--- config.mk ---
export PLATFORM = sky130hd
export DESIGN_NAME = hazard_ctrl_flat
export DESIGN_NICKNAME = d
export VERILOG_FILES = /design/src/rtl/hazard_ctrl_if.sv /design/src/rtl/hazard_ctrl.sv /design/src/flat_wrapper.sv
export SDC_FILE = /design/constraint.sdc
export NUM_CORES = 1
export LEC_CHECK = 0
export CAP_MARGIN = 20
export CORE_ASPECT_RATIO = 1.25
export CORE_MARGIN = 10
export CORE_UTILIZATION = 50
export DETAILED_ROUTE_END_ITERATION = 8
export GPL_ROUTABILITY_DRIVEN = 0
export MAX_ROUTING_LAYER = met4
export PLACE_DENSITY = 0.81
export SETUP_SLACK_MARGIN = 0.3
export SYNTH_ARGS = -nofsm -noshare
export SYNTH_HDL_FRONTEND = slang
export SYNTH_SLANG_ARGS = --single-unit
--- constraint.sdc ---
create_clock -name clk -period 4.4 [get_ports clk]
set_input_delay 1.32 -clock clk [delete_from_list [all_inputs] [get_ports clk]]
set_output_delay 1.32 -clock clk [all_outputs]
set_load 0.005 [all_outputs]
--- src/rtl/hazard_ctrl_if.sv ---
`default_nettype none
// ============================================================================
// Module      : hazard_ctrl_if
// Description : Decode-side request and hazard-response bundle for
//               hazard_ctrl. The master is the decode/EX side and the slave
//               is the hazard controller.
// Revision    : 1.0 - initial release
// ============================================================================
interface hazard_ctrl_if;
    logic        id_valid;
    logic [4:0]  id_rs_addr;
    logic [4:0]  id_rt_addr;
    logic        id_uses_rt;
    logic [4:0]  id_dest_addr;
    logic        id_reg_write;
    logic        id_mem_read;
    logic        id_is_mul;
    logic        ex_branch_taken;
    logic        stall_flag;
    logic        flush;
    logic        mul_busy;
    logic [15:0] stall_cycles;

    modport master (
        output id_valid, id_rs_addr, id_rt_addr, id_uses_rt, id_dest_addr,
               id_reg_write, id_mem_read, id_is_mul, ex_branch_taken,
        input  stall_flag, flush, mul_busy, stall_cycles
    );

    modport slave (
        input  id_valid, id_rs_addr, id_rt_addr, id_uses_rt, id_dest_addr,
               id_reg_write, id_mem_read, id_is_mul, ex_branch_taken,
        output stall_flag, flush, mul_busy, stall_cycles
    );
endinterface
`default_nettype wire

--- src/rtl/hazard_ctrl.sv ---
`default_nettype none
// ============================================================================
// Module      : hazard_ctrl
// Description : Pipeline hazard controller. Tracks in-flight register writes
//               in an EX/MEM/WB scoreboard, raises a combinational stall for
//               RAW hazards and multi-cycle multiplies, and issues a one-cycle
//               registered flush after a taken branch.
//               Optional feature macro: HAZARD_FORWARD_EN (EX/MEM forwarding
//               present, so only load-use in EX stalls).
// Revision    : 1.0 - initial release
// ============================================================================
module hazard_ctrl #(
    parameter int MUL_LATENCY = 3    // EX cycles occupied by a MUL, 1..15
) (
    input  logic          clk,
    input  logic          reset,
    hazard_ctrl_if.slave  bus
);

    localparam logic [3:0] c_MUL_LOAD  = 4'(MUL_LATENCY - 1);
    localparam logic       c_MUL_MULTI = (MUL_LATENCY > 1);

    typedef enum logic [0:0] {
        ST_RUN      = 1'b0,
        ST_MUL_BUSY = 1'b1
    } state_t;

    typedef struct packed {
        logic       valid;
        logic [4:0] dest;
        logic       reg_write;
        logic       is_load;
    } slot_t;

    state_t      r_state;
    state_t      w_state_nxt;
    logic [3:0]  r_mul_cnt;
    logic [3:0]  w_mul_cnt_nxt;
    slot_t       r_ex;
    slot_t       r_mem;
    slot_t       r_wb;
    slot_t       w_issue_slot;
    logic        r_flush;
    logic [15:0] r_stall_cycles;
    logic        w_ex_match;
    logic        w_data_hzd;
    logic        w_stall;
    logic        w_issue;
    logic        w_unused;

    // A producer in a slot is a hazard when it writes a non-zero register
    // that the decode instruction actually reads.
    function automatic logic f_match(input slot_t s, input logic [4:0] rs,
                                     input logic [4:0] rt, input logic urt);
        return s.valid && s.reg_write && (s.dest != 5'd0) &&
               ((s.dest == rs) || (urt && (s.dest == rt)));
    endfunction

    // RAW detection against the scoreboard; WB is never checked because the
    // register file writes before it reads.
`ifdef HAZARD_FORWARD_EN
    always_comb begin
        w_ex_match = f_match(r_ex, bus.id_rs_addr, bus.id_rt_addr, bus.id_uses_rt);
        w_data_hzd = bus.id_valid && w_ex_match && r_ex.is_load;
    end
`else
    logic w_mem_match;
    always_comb begin
        w_ex_match  = f_match(r_ex, bus.id_rs_addr, bus.id_rt_addr, bus.id_uses_rt);
        w_mem_match = f_match(r_mem, bus.id_rs_addr, bus.id_rt_addr, bus.id_uses_rt);
        w_data_hzd  = bus.id_valid && (w_ex_match || w_mem_match);
    end
`endif

    // Stall, issue decision and the slot that enters EX on a RUN edge.
    always_comb begin
        w_stall = (r_state == ST_MUL_BUSY) || (w_data_hzd && !r_flush);
        w_issue = bus.id_valid && !w_stall && !r_flush;
        w_issue_slot = '0;
        if (w_issue) begin
            w_issue_slot.valid     = 1'b1;
            w_issue_slot.dest      = bus.id_dest_addr;
            w_issue_slot.reg_write = bus.id_reg_write;
            w_issue_slot.is_load   = bus.id_mem_read;
        end
    end

    // Multiply FSM: enter MUL_BUSY on an issuing MUL, leave when count hits 1.
    always_comb begin
        w_state_nxt   = r_state;
        w_mul_cnt_nxt = r_mul_cnt;
        case (r_state)
            ST_RUN: begin
                if (w_issue && bus.id_is_mul && c_MUL_MULTI) begin
                    w_state_nxt   = ST_MUL_BUSY;
                    w_mul_cnt_nxt = c_MUL_LOAD;
                end
            end
            ST_MUL_BUSY: begin
                w_mul_cnt_nxt = r_mul_cnt - 4'd1;
                if (r_mul_cnt == 4'd1) begin
                    w_state_nxt = ST_RUN;
                end
            end
            default: begin
                w_state_nxt   = ST_RUN;
                w_mul_cnt_nxt = '0;
            end
        endcase
    end

    // FSM state and multiply countdown registers.
    always_ff @(posedge clk or posedge reset) begin
        if (reset) begin
            r_state   <= ST_RUN;
            r_mul_cnt <= '0;
        end else begin
            r_state   <= w_state_nxt;
            r_mul_cnt <= w_mul_cnt_nxt;
        end
    end

    // Scoreboard shift; during MUL_BUSY the MUL stays in EX and MEM gets bubbles.
    always_ff @(posedge clk or posedge reset) begin
        if (reset) begin
            r_ex  <= '0;
            r_mem <= '0;
            r_wb  <= '0;
        end else if (r_state == ST_MUL_BUSY) begin
            r_mem <= '0;
            r_wb  <= r_mem;
        end else begin
            r_ex  <= w_issue_slot;
            r_mem <= r_ex;
            r_wb  <= r_mem;
        end
    end

    // One-cycle flush after each sampled taken branch; re-arms back-to-back.
    always_ff @(posedge clk or posedge reset) begin
        if (reset) begin
            r_flush <= 1'b0;
        end else begin
            r_flush <= bus.ex_branch_taken;
        end
    end

    // Saturating count of stalled cycles.
    always_ff @(posedge clk or posedge reset) begin
        if (reset) begin
            r_stall_cycles <= '0;
        end else if (w_stall && (r_stall_cycles != 16'hFFFF)) begin
            r_stall_cycles <= r_stall_cycles + 16'd1;
        end
    end

    // Retired WB and (in forwarding builds) MEM contents are kept for
    // visibility but do not feed any decision.
    assign w_unused = ^{r_wb, r_mem, r_ex.is_load};

    assign bus.stall_flag   = w_stall;
    assign bus.flush        = r_flush;
    assign bus.mul_busy     = (r_state == ST_MUL_BUSY);
    assign bus.stall_cycles = r_stall_cycles;

endmodule
`default_nettype wire
--- src/flat_wrapper.sv ---
// flat-port wrapper written by rule: the top's interface ports become plain ports
module hazard_ctrl_flat 
#(
    parameter int MUL_LATENCY = 3                                         
)
  (clk, reset, bus_id_valid, bus_id_rs_addr, bus_id_rt_addr, bus_id_uses_rt, bus_id_dest_addr, bus_id_reg_write, bus_id_mem_read, bus_id_is_mul, bus_ex_branch_taken, bus_stall_flag, bus_flush, bus_mul_busy, bus_stall_cycles);
  hazard_ctrl_if bus_i ();
  input  logic clk;
  input  logic reset;
  input wire logic [$bits(bus_i.id_valid)-1:0] bus_id_valid;
  input wire logic [$bits(bus_i.id_rs_addr)-1:0] bus_id_rs_addr;
  input wire logic [$bits(bus_i.id_rt_addr)-1:0] bus_id_rt_addr;
  input wire logic [$bits(bus_i.id_uses_rt)-1:0] bus_id_uses_rt;
  input wire logic [$bits(bus_i.id_dest_addr)-1:0] bus_id_dest_addr;
  input wire logic [$bits(bus_i.id_reg_write)-1:0] bus_id_reg_write;
  input wire logic [$bits(bus_i.id_mem_read)-1:0] bus_id_mem_read;
  input wire logic [$bits(bus_i.id_is_mul)-1:0] bus_id_is_mul;
  input wire logic [$bits(bus_i.ex_branch_taken)-1:0] bus_ex_branch_taken;
  output wire logic [$bits(bus_i.stall_flag)-1:0] bus_stall_flag;
  output wire logic [$bits(bus_i.flush)-1:0] bus_flush;
  output wire logic [$bits(bus_i.mul_busy)-1:0] bus_mul_busy;
  output wire logic [$bits(bus_i.stall_cycles)-1:0] bus_stall_cycles;
  assign bus_i.id_valid = bus_id_valid;
  assign bus_i.id_rs_addr = bus_id_rs_addr;
  assign bus_i.id_rt_addr = bus_id_rt_addr;
  assign bus_i.id_uses_rt = bus_id_uses_rt;
  assign bus_i.id_dest_addr = bus_id_dest_addr;
  assign bus_i.id_reg_write = bus_id_reg_write;
  assign bus_i.id_mem_read = bus_id_mem_read;
  assign bus_i.id_is_mul = bus_id_is_mul;
  assign bus_i.ex_branch_taken = bus_ex_branch_taken;
  assign bus_stall_flag = bus_i.stall_flag;
  assign bus_flush = bus_i.flush;
  assign bus_mul_busy = bus_i.mul_busy;
  assign bus_stall_cycles = bus_i.stall_cycles;
  hazard_ctrl #(.MUL_LATENCY(MUL_LATENCY)) u_core (.clk(clk), .reset(reset), .bus(bus_i));
endmodule
* Word level (Yosys, flattened, before mapping)
Index checks and enable logic that the tools add are counted.
** Word-level totals
- Register bits :: 37
- Input bits :: 23
- Output and inout bits :: 19
- Word-level logic and storage cells :: 50
** Operators by class
- Add/subtract/negate cells :: 2
- Equality and inequality tests :: 7
- Muxes and demuxes :: 7
- Bitwise gates (word level) :: 1
- Reduce and logical (&&, ||, !) cells :: 22
** Operators by type and width (count)
- $eq 5x5->1 :: 4
- $add 16x1->16 const B :: 1
- $mux 8 :: 2
- $ne 16x16->1 const B :: 1
- $logic_and 1x1->1 :: 14
- $reduce_bool 5->1 :: 2
- $pmux 4 s2 :: 1
- $eq 4x1->1 const B :: 1
- $logic_or 1x1->1 :: 4
- $mux 4 :: 1
- $sub 4x1->4 const B :: 1
- $logic_not 1->1 :: 2
- $mux 1 :: 2
- $ne 2x1->1 const B :: 1
- $pmux 1 s2 :: 1
- $not 1->1 :: 1

* Depth between registers and ports, before layout
Gate-level depths: netlist of the first run.
- Depth after elaboration :: 14
- Depth in mapped cells :: 9
- Mapped depth without buffers :: 8

* Worst setup path after synthesis of the first run
Ideal clock, no wire load.
- Kind :: input to output
- Start point :: in bus_id_rs_addr[4]
- End point :: out bus_stall_flag
- Arrival :: 2.324 ns
- Required time :: 3.080 ns
- Path slack :: 0.756 ns
- Stages on the path :: 6
- Path buffers :: 0
- Cells stage by stage :: xnor2_1 nand3_1 o22ai_1 a22oi_1 o31a_1 inv_1
** On the way
- Longest elaborated chain between the ends :: 7
- Elaborated cells between the ends (all ways) :: 10
- Those cells by class :: 2 x eq/ne; 8 x reduce/logical
** RTL lines
- from (decl) :: RTL line flat_wrapper.sv:11 : input wire logic [$bits(bus_i.id_rs_addr)-1:0] bus_id_rs_addr;
- $eq 5x5->1 :: RTL line hazard_ctrl.sv:56 : ((s.dest == rs) || (urt && (s.dest == rt)));
- $logic_or 1x1->1 :: RTL line hazard_ctrl.sv:56
- $logic_and 1x1->1 :: RTL line hazard_ctrl.sv:55 : return s.valid && s.reg_write && (s.dest != 5'd0) &&
- $logic_or 1x1->1 (*) :: RTL line hazard_ctrl.sv:71 : w_data_hzd = bus.id_valid && (w_ex_match || w_mem_match);
- $logic_and 1x1->1 (*) :: RTL line hazard_ctrl.sv:71
- $logic_and 1x1->1 (*) :: RTL line hazard_ctrl.sv:77 : w_stall = (r_state == ST_MUL_BUSY) || (w_data_hzd && !r_flush);
- $logic_or 1x1->1 (*) :: RTL line hazard_ctrl.sv:77
- to (decl) :: RTL line flat_wrapper.sv:19 : output wire logic [$bits(bus_i.stall_flag)-1:0] bus_stall_flag;
Every way passes the cells marked *; elsewhere a longest branch is shown, timed or not.

* Final worst setup path of the first run
- Start point :: in bus_id_rs_addr[0]
- End point :: out bus_stall_flag
The elaborated chain is that of the path after synthesis.

==> results.cfg, run 1 <==
[synthesis]
synth.most_common_cell = dfrtp_1
ys_warn_count = 0
synth_top_family_by_area = simple AND/OR/NAND/NOR gates
synth_fp_nets = 185
synth_top_area_share_pct = 49.5
synth_edf_count = 0
netlist-cell-type-count = 36
yosys.area_share.simple_pct = 17.2
synth_area_mm2 = 0.00182
synthCells = 159
synthXorXnorAreaFrac_pct = 16.8
ys_seq_area_share_pct = 49.5
synth_top_flop_cell = dfrtp_1
synth_compound_area_share_pct = 10.9
syn_avg_cell_area_um2 = 11.4
synth_seq_cells = 36
synthArstFlopShare_pct = 100
synth_commonest_cells = 36 x dfrtp_1, 33 x xnor2_1, 10 x nand2_1
synth.largest_area_cell = dfrtp_1
synthAdderAreaFrac_pct = 2.06
synthMuxAreaShare_pct = 1.44
synth_area_leaders = dfrtp_1 49%, xnor2_1 16%, a22o_1 2.9%

[die]
core_area_mm2 = 0.00351
initial_utilization_pct = 51.8
pin_count = 42
die_w_um = 74.0
rows = 24
fp.dieArea_mm2 = 0.00647
die_h_um = 87.5

[min_path]
worstHoldEndpoint = u_core.bus.stall_cycles[15]$_DFFE_PP0P_
hold-path-cell-count = 1
hp-class = register to register
min_from = u_core.bus.stall_cycles[15]$_DFFE_PP0P_

[clocking]
cts-htree-levels = 2
clockBufferDepth = 2
cts_root_buffer = clkbuf_8
cts_buffers = 5
cts_tree = yes
insertion_delay_ps = 280
ctsHoldBuffers = 0
cts.clk_slew.worst_paths_ps = 70
clock_sinks = 36

[setup_path]
rr_endpoint = u_core.bus.stall_cycles[1]$_DFFE_PP0P_
cp.required_ps = 3080
worstSetupStartpointType = input pin
cp-end-kind = output pin
r2r-start = u_core.bus.stall_cycles[0]$_DFFE_PP0P_
rrSetupSlack_ps = 1960
reg2reg_depth = 8
critPathTopFamily = compound AO/OA/AOI/OAI gates
cp_common_cell = clkdlybuf4s15_2
slowest_stage = o31a_1
path_cells = clkdlybuf4s15_2 > xnor2_1 > nand3_1 > o22ai_2 > a22oi_2 > o31a_1 > inv_1 > clkdlybuf4s15_2
worstSetupPathType = input pin to output pin
worstPathMaxFanout = 2
arrival_ps = 2710
cp_slowest_stage_delay_ps = 270
critPathBufInv = 3

[power]
intPower_w = 0.000969
power_density_mw_per_mm2 = 569
seqPwrFrac_pct = 39.3
ir_drop_mv = 0.427
power_switching_w = 0.000437
combPwrFrac_pct = 32.2
swShare_pct = 31.1
clkPwrFrac_pct = 28.5
power.leakage_nw = 1.06

[timing]
final.min_clock_period_ps = 4030
final-hold-violation-count = 0
rsz0062_at_grt = no
drv_slew = 0
period_share_pct = 91.5
slew_headroom_pct = 52.7
worst_pin_slew_ps = 710
setup_viol = 0
fmaxAchievable_mhz = 248
fin_skew_ps = 7.79

[route]
wl_per_cell_um = 17.6
drt-pass1-iter-count = 4
drt_iter0_drc = 44
avgViaCountPerCell = 5.54
wirelength_um = 4390
vias = 1384
postRouteAntennaNets = 0
drc = 0

[grt]
overflow = 0
grt_pass1_wl_um = 7270
grt_max_degree = 37
antenna_found_initial = 0
grt_pass1_vias = 1511
grt_usage_pct = 14.6

[finish]
drive_gt1_share_pct = 17.1
fin_nets = 236
stdcell_area_mm2 = 0.00247
fin_util_pct = 70.4
syn_to_final_growth_pct = 35.9
num_antenna_cells = 0
nFillCells = 255

[outcome]
outcome = finished clean

[placement]
dpl_cell_area_mm2 = 0.00229
hpwl_um = 3250
io_buffer_count = 40

[job]
maxCapViolations = 0
==> through the flow <==
stage / setup TNS (ps) / worst slack (ps) / instances / hold WS (ps) / total power, W
CTS: 0 / 307 / 249 / 502 / 0.00141
finish: 0 / 375 / 250 / 500 / 0.00141
global route: 0 / 300 / 250 / 514 / 0.00149
global placement: -228 / -228 / 240 / 477 / 0.000970
floorplan: 0 / 756 / 159 / 480 / 0.000802
detailed placement: -319 / -319 / 240 / 483 / 0.000998
==> per-layer routing <==
| layer | share of wire (%) | wire length (um) | track usage (%) | vias to the layer above |
|---|---|---|---|---|
| met3 | 7.3 | 322 | 5.37 | 6 |
| li1 | - | - | - | 666 |
| met2 | 52 | 2300 | 25.0 | 50 |
| met5 | 0 | 0 | - | - |
| met1 | 39 | 1720 | 15.2 | 662 |
| met4 | 1.2 | 51 | 4.07 | 0 |
==> cells by family after synthesis <==
group / count (synthesis)
buf+inv: 9
xor+xnor: 35
mux: 2
fa+ha+maj: 3
compound gates: 18
flops: 36
simple gates: 56
==> power groups by stage <==
stage	combinational [W]	clock, W	sequential, W
CTS	0.000450	0.000408	0.000552
finish	0.000452	0.000401	0.000553
detailed placement	0.000444	0	0.000554
global route	0.000495	0.000426	0.000572
global placement	0.000421	0	0.000549
floorplan	0.000291	0	0.000511
==> placed cells by master, fill, tap and decap left out, types with 2 or more instances in the layout <==
master and count:
a21oi_1 2, bufinv_16 3, inv_1 6, nand3_1 8, nand2b_1 2, nand4_1 5
clkdlybuf4s50_1 29, xor2_1 2, ha_1 3, clkdlybuf4s15_2 2, xnor2_1 31, or3_1 3
and3_1 4, clkbuf_8 5, nand2_1 10, dlygate4sd2_1 3, clkbuf_2 6, and4_1 2
buf_4 7, nor2b_1 7, xnor2_2 2, a22o_1 6, nor4b_1 2, nor2_1 3
nor3_1 5, dfrtp_1 36
==> sequential cells by signal, summed over array words and instances (netlist names) <==
name / count
u_core.bus.mul_busy: 1
u_core.r_ex: 7
u_core.bus.stall_cycles: 16
u_core.bus.flush: 1
u_core.r_mul_cnt: 4
u_core.r_mem: 7
==> worst max-delay path by stage <==
stage                           start              to  slack [ps]  cells past startpoint
finish              bus_id_rs_addr[0]  bus_stall_flag         370                      8
floorplan           bus_id_rs_addr[4]  bus_stall_flag         760                      6
global placement    bus_id_rs_addr[4]  bus_stall_flag        -230                      8
global route        bus_id_rs_addr[0]  bus_stall_flag         300                      8
detailed placement  bus_id_rs_addr[0]  bus_stall_flag        -320                      8
CTS                 bus_id_rs_addr[0]  bus_stall_flag         310                      8
==> worst reg2reg max path: cells and delay by family (launching register included) <==
family | cells | cell delay (ps)
AOI/OAI and AO/OA | 1 | 100
adders and majority gates | 1 | 220
buffers and inverters | 1 | 200
DFF | 1 | 420
muxes | 1 | 280
and+or+nand+nor | 4 | 1130
==> layout make-up <==
cell class | count | area [um^2] | share of cell area, %
inverter | 6 | 22.5 | 0.910
clock buffer | 5 | 68.8 | 2.78
tap | 39 | 48.8 | 1.97
multi-input combinational | 114 | 921 | 37.2
timing repair buffer | 47 | 422 | 17.0
sequential | 36 | 901 | 36.4
clock inverter | 3 | 90.1 | 3.64
==> what timing repair did <==
item,in CTS,in global routing
endpoints found under the setup margin,1,1
resized for setup,20,13
pin swaps,11,15
buffers inserted,1,1
Power figures use the tool's default switching activity.
==> inputs of run 2 (changes only) <==
CORE_ASPECT_RATIO = unset   (was 1.25)
==> run 2 against run 1 <==
Compared with the run above: design area down 2.9%; register-to-register slack got worse by 40 ps; hold slack better by 3.5 ps; core utilization decreased by 0.076 points; worst setup slack got worse by 7.6 ps; sequential power is essentially flat; maximum frequency down 0.19%; combinational power is 2% lower; clock-buffer cell count increased by 3; critical path depth unchanged; via count is 1.5% higher; critical path type unchanged; largest cell class is now sequential cells.
==> results.cfg, run 2 (synthesized netlist as in run 1, its figures left out) <==
[finish]
syn_to_final_growth_pct = 32.0
final_common_cell = dfrtp_1
final_cell_mix = 36 x dfrtp_1, 32 x xnor2_1, 29 x clkdlybuf4s50_1, 10 x nand2_1
num_antenna_cells = 0
largest_reg_flops = 16
drive_gt1_share_pct = 12.7
fin_nets = 238

[route]
postRouteAntennaNets = 0
wl_per_cell_um = 16.1
drc = 0
vias = 1405
avgViaCountPerCell = 5.42
wirelength_um = 4160
drt_iter0_drc = 103
drt-pass1-iter-count = 4

[die]
die_h_um = 80.3
die_w_um = 80.3
rows = 21
initial_utilization_pct = 53.3
fp.dieArea_mm2 = 0.00645
core_area_mm2 = 0.00342
pin_count = 42

[timing]
final-hold-violation-count = 0
setup_viol = 0
drv_slew = 0
slew_headroom_pct = 51.9
period_share_pct = 91.7
final.min_clock_period_ps = 4030
fin_ws_ps = 367
rsz0062_at_grt = no
fmaxAchievable_mhz = 248
tns_ps = 0
fin_skew_ps = 15.0
worst_pin_slew_ps = 721

[clocking]
clockBufferDepth = 2
cts_root_buffer = clkbuf_4
cts-htree-levels = 2
cts_tree = yes
cts_buffers = 5
clock_sinks = 36
cts.clk_slew.worst_paths_ps = 110
insertion_delay_ps = 350

[min_path]
hold-path-cell-count = 1
hp-class = register to register

[setup_path]
worstSetupStartpointType = input pin
cp-end-kind = output pin
cp.required_ps = 3080
arrival_ps = 2710
worstSetupPathType = input pin to output pin
reg2reg_depth = 8
worstPathMaxFanout = 2

[grt]
grt_pass1_wl_um = 7000
antenna_found_initial = 0
grt_usage_pct = 14.0
overflow = 0
grt_max_degree = 25
grt_pass1_vias = 1461

[placement]
preCtsSetupSlack_ps = -305
io_buffer_count = 40
hpwl_um = 3190

[job]
maxCapViolations = 0

[outcome]
outcome = finished clean

[power]
power.leakage_nw = 1.03
power_density_mw_per_mm2 = 490
ir_drop_mv = 0.275
==> run 2: cell types whose count changed in the layout (fill, tap and decap cells not counted), sizes merged <==
cell           previous run  this run
bufinv                    3         0
clkdlybuf4s15             2         5
clkbuf                   11         8
dlygate4sd2               3         6
buf                       7         9
==> run 2: worst paths after layout <==
| check | startpoint | end | slack, ps |
|---|---|---|---|
| min in group asynchronous | reset | u_core.bus.stall_cycles[3]$_DFFE_PP0P_ | 1350 |
| min reg2reg | u_core.bus.stall_cycles[15]$_DFFE_PP0P_ | u_core.bus.stall_cycles[15]$_DFFE_PP0P_ | 500 |
| min | u_core.bus.stall_cycles[15]$_DFFE_PP0P_ | u_core.bus.stall_cycles[15]$_DFFE_PP0P_ | 500 |
| max in group asynchronous | reset | u_core.r_ex[7]$_DFFE_PP0N_ | 2340 |
| max | bus_id_rt_addr[4] | bus_stall_flag | 370 |
| max reg2reg | u_core.bus.stall_cycles[0]$_DFFE_PP0P_ | u_core.bus.stall_cycles[1]$_DFFE_PP0P_ | 1920 |
==> run 2: worst max-delay path, cell delays in order <==
cell and delay [ps]:
dlygate4sd2_1 280, xnor2_1 180, nand4_1 110, o22ai_2 170, a22oi_2 120, o31a_1 270, inv_1 60, clkdlybuf4s15_2 200
==> run 2: report_power, final <==
group | internal [W] | leakage [nW] | switching [W] | total (W)
sequential | 0.000421 | 0.465 | 0.000130 | 0.000550
combinational | 0.000264 | 0.529 | 0.000178 | 0.000441
clock | 0.0000788 | 0.0326 | 0.000108 | 0.000186
==> run 2: cell type report <==
cell class,count,area [um^2]
fill,256,1010
sequential,36,901
tap,46,57.6
inverter,6,22.5
timing repair buffer,49,462
clock buffer,8,58.8
multi-input combinational,114,901
==> run 2: through the flow <==
stage / instance area [um^2] / hold slack, ps / power [W] / utilization, % / std cells
after global placement: 2300 / 477 / 0.000967 / 67.4 / 247
final: 2400 / 503 / 0.00118 / 70.3 / 259
after global routing: 2400 / 525 / 0.00126 / 70.3 / 259
after floorplan: 1820 / 480 / 0.000802 / - / 159
after detailed placement: 2300 / 486 / 0.000994 / 67.4 / 247
after CTS: 2390 / 505 / 0.00118 / 69.9 / 258
==> run 2: timing repair <==
item | 4_1_cts | 5_1_grt
pin swaps | 14 | 7
endpoints found under the setup margin | 1 | 1
gates resized for setup | 19 | 1
hold buffers | 0 | 0
setup buffers | 3 | 1
==> run 2: metal layers <==
layer	track usage, %	routed length [um]
met1	15.9	1760
met5	-	0
met2	22.7	2090
met4	4.75	90
met3	4.68	220
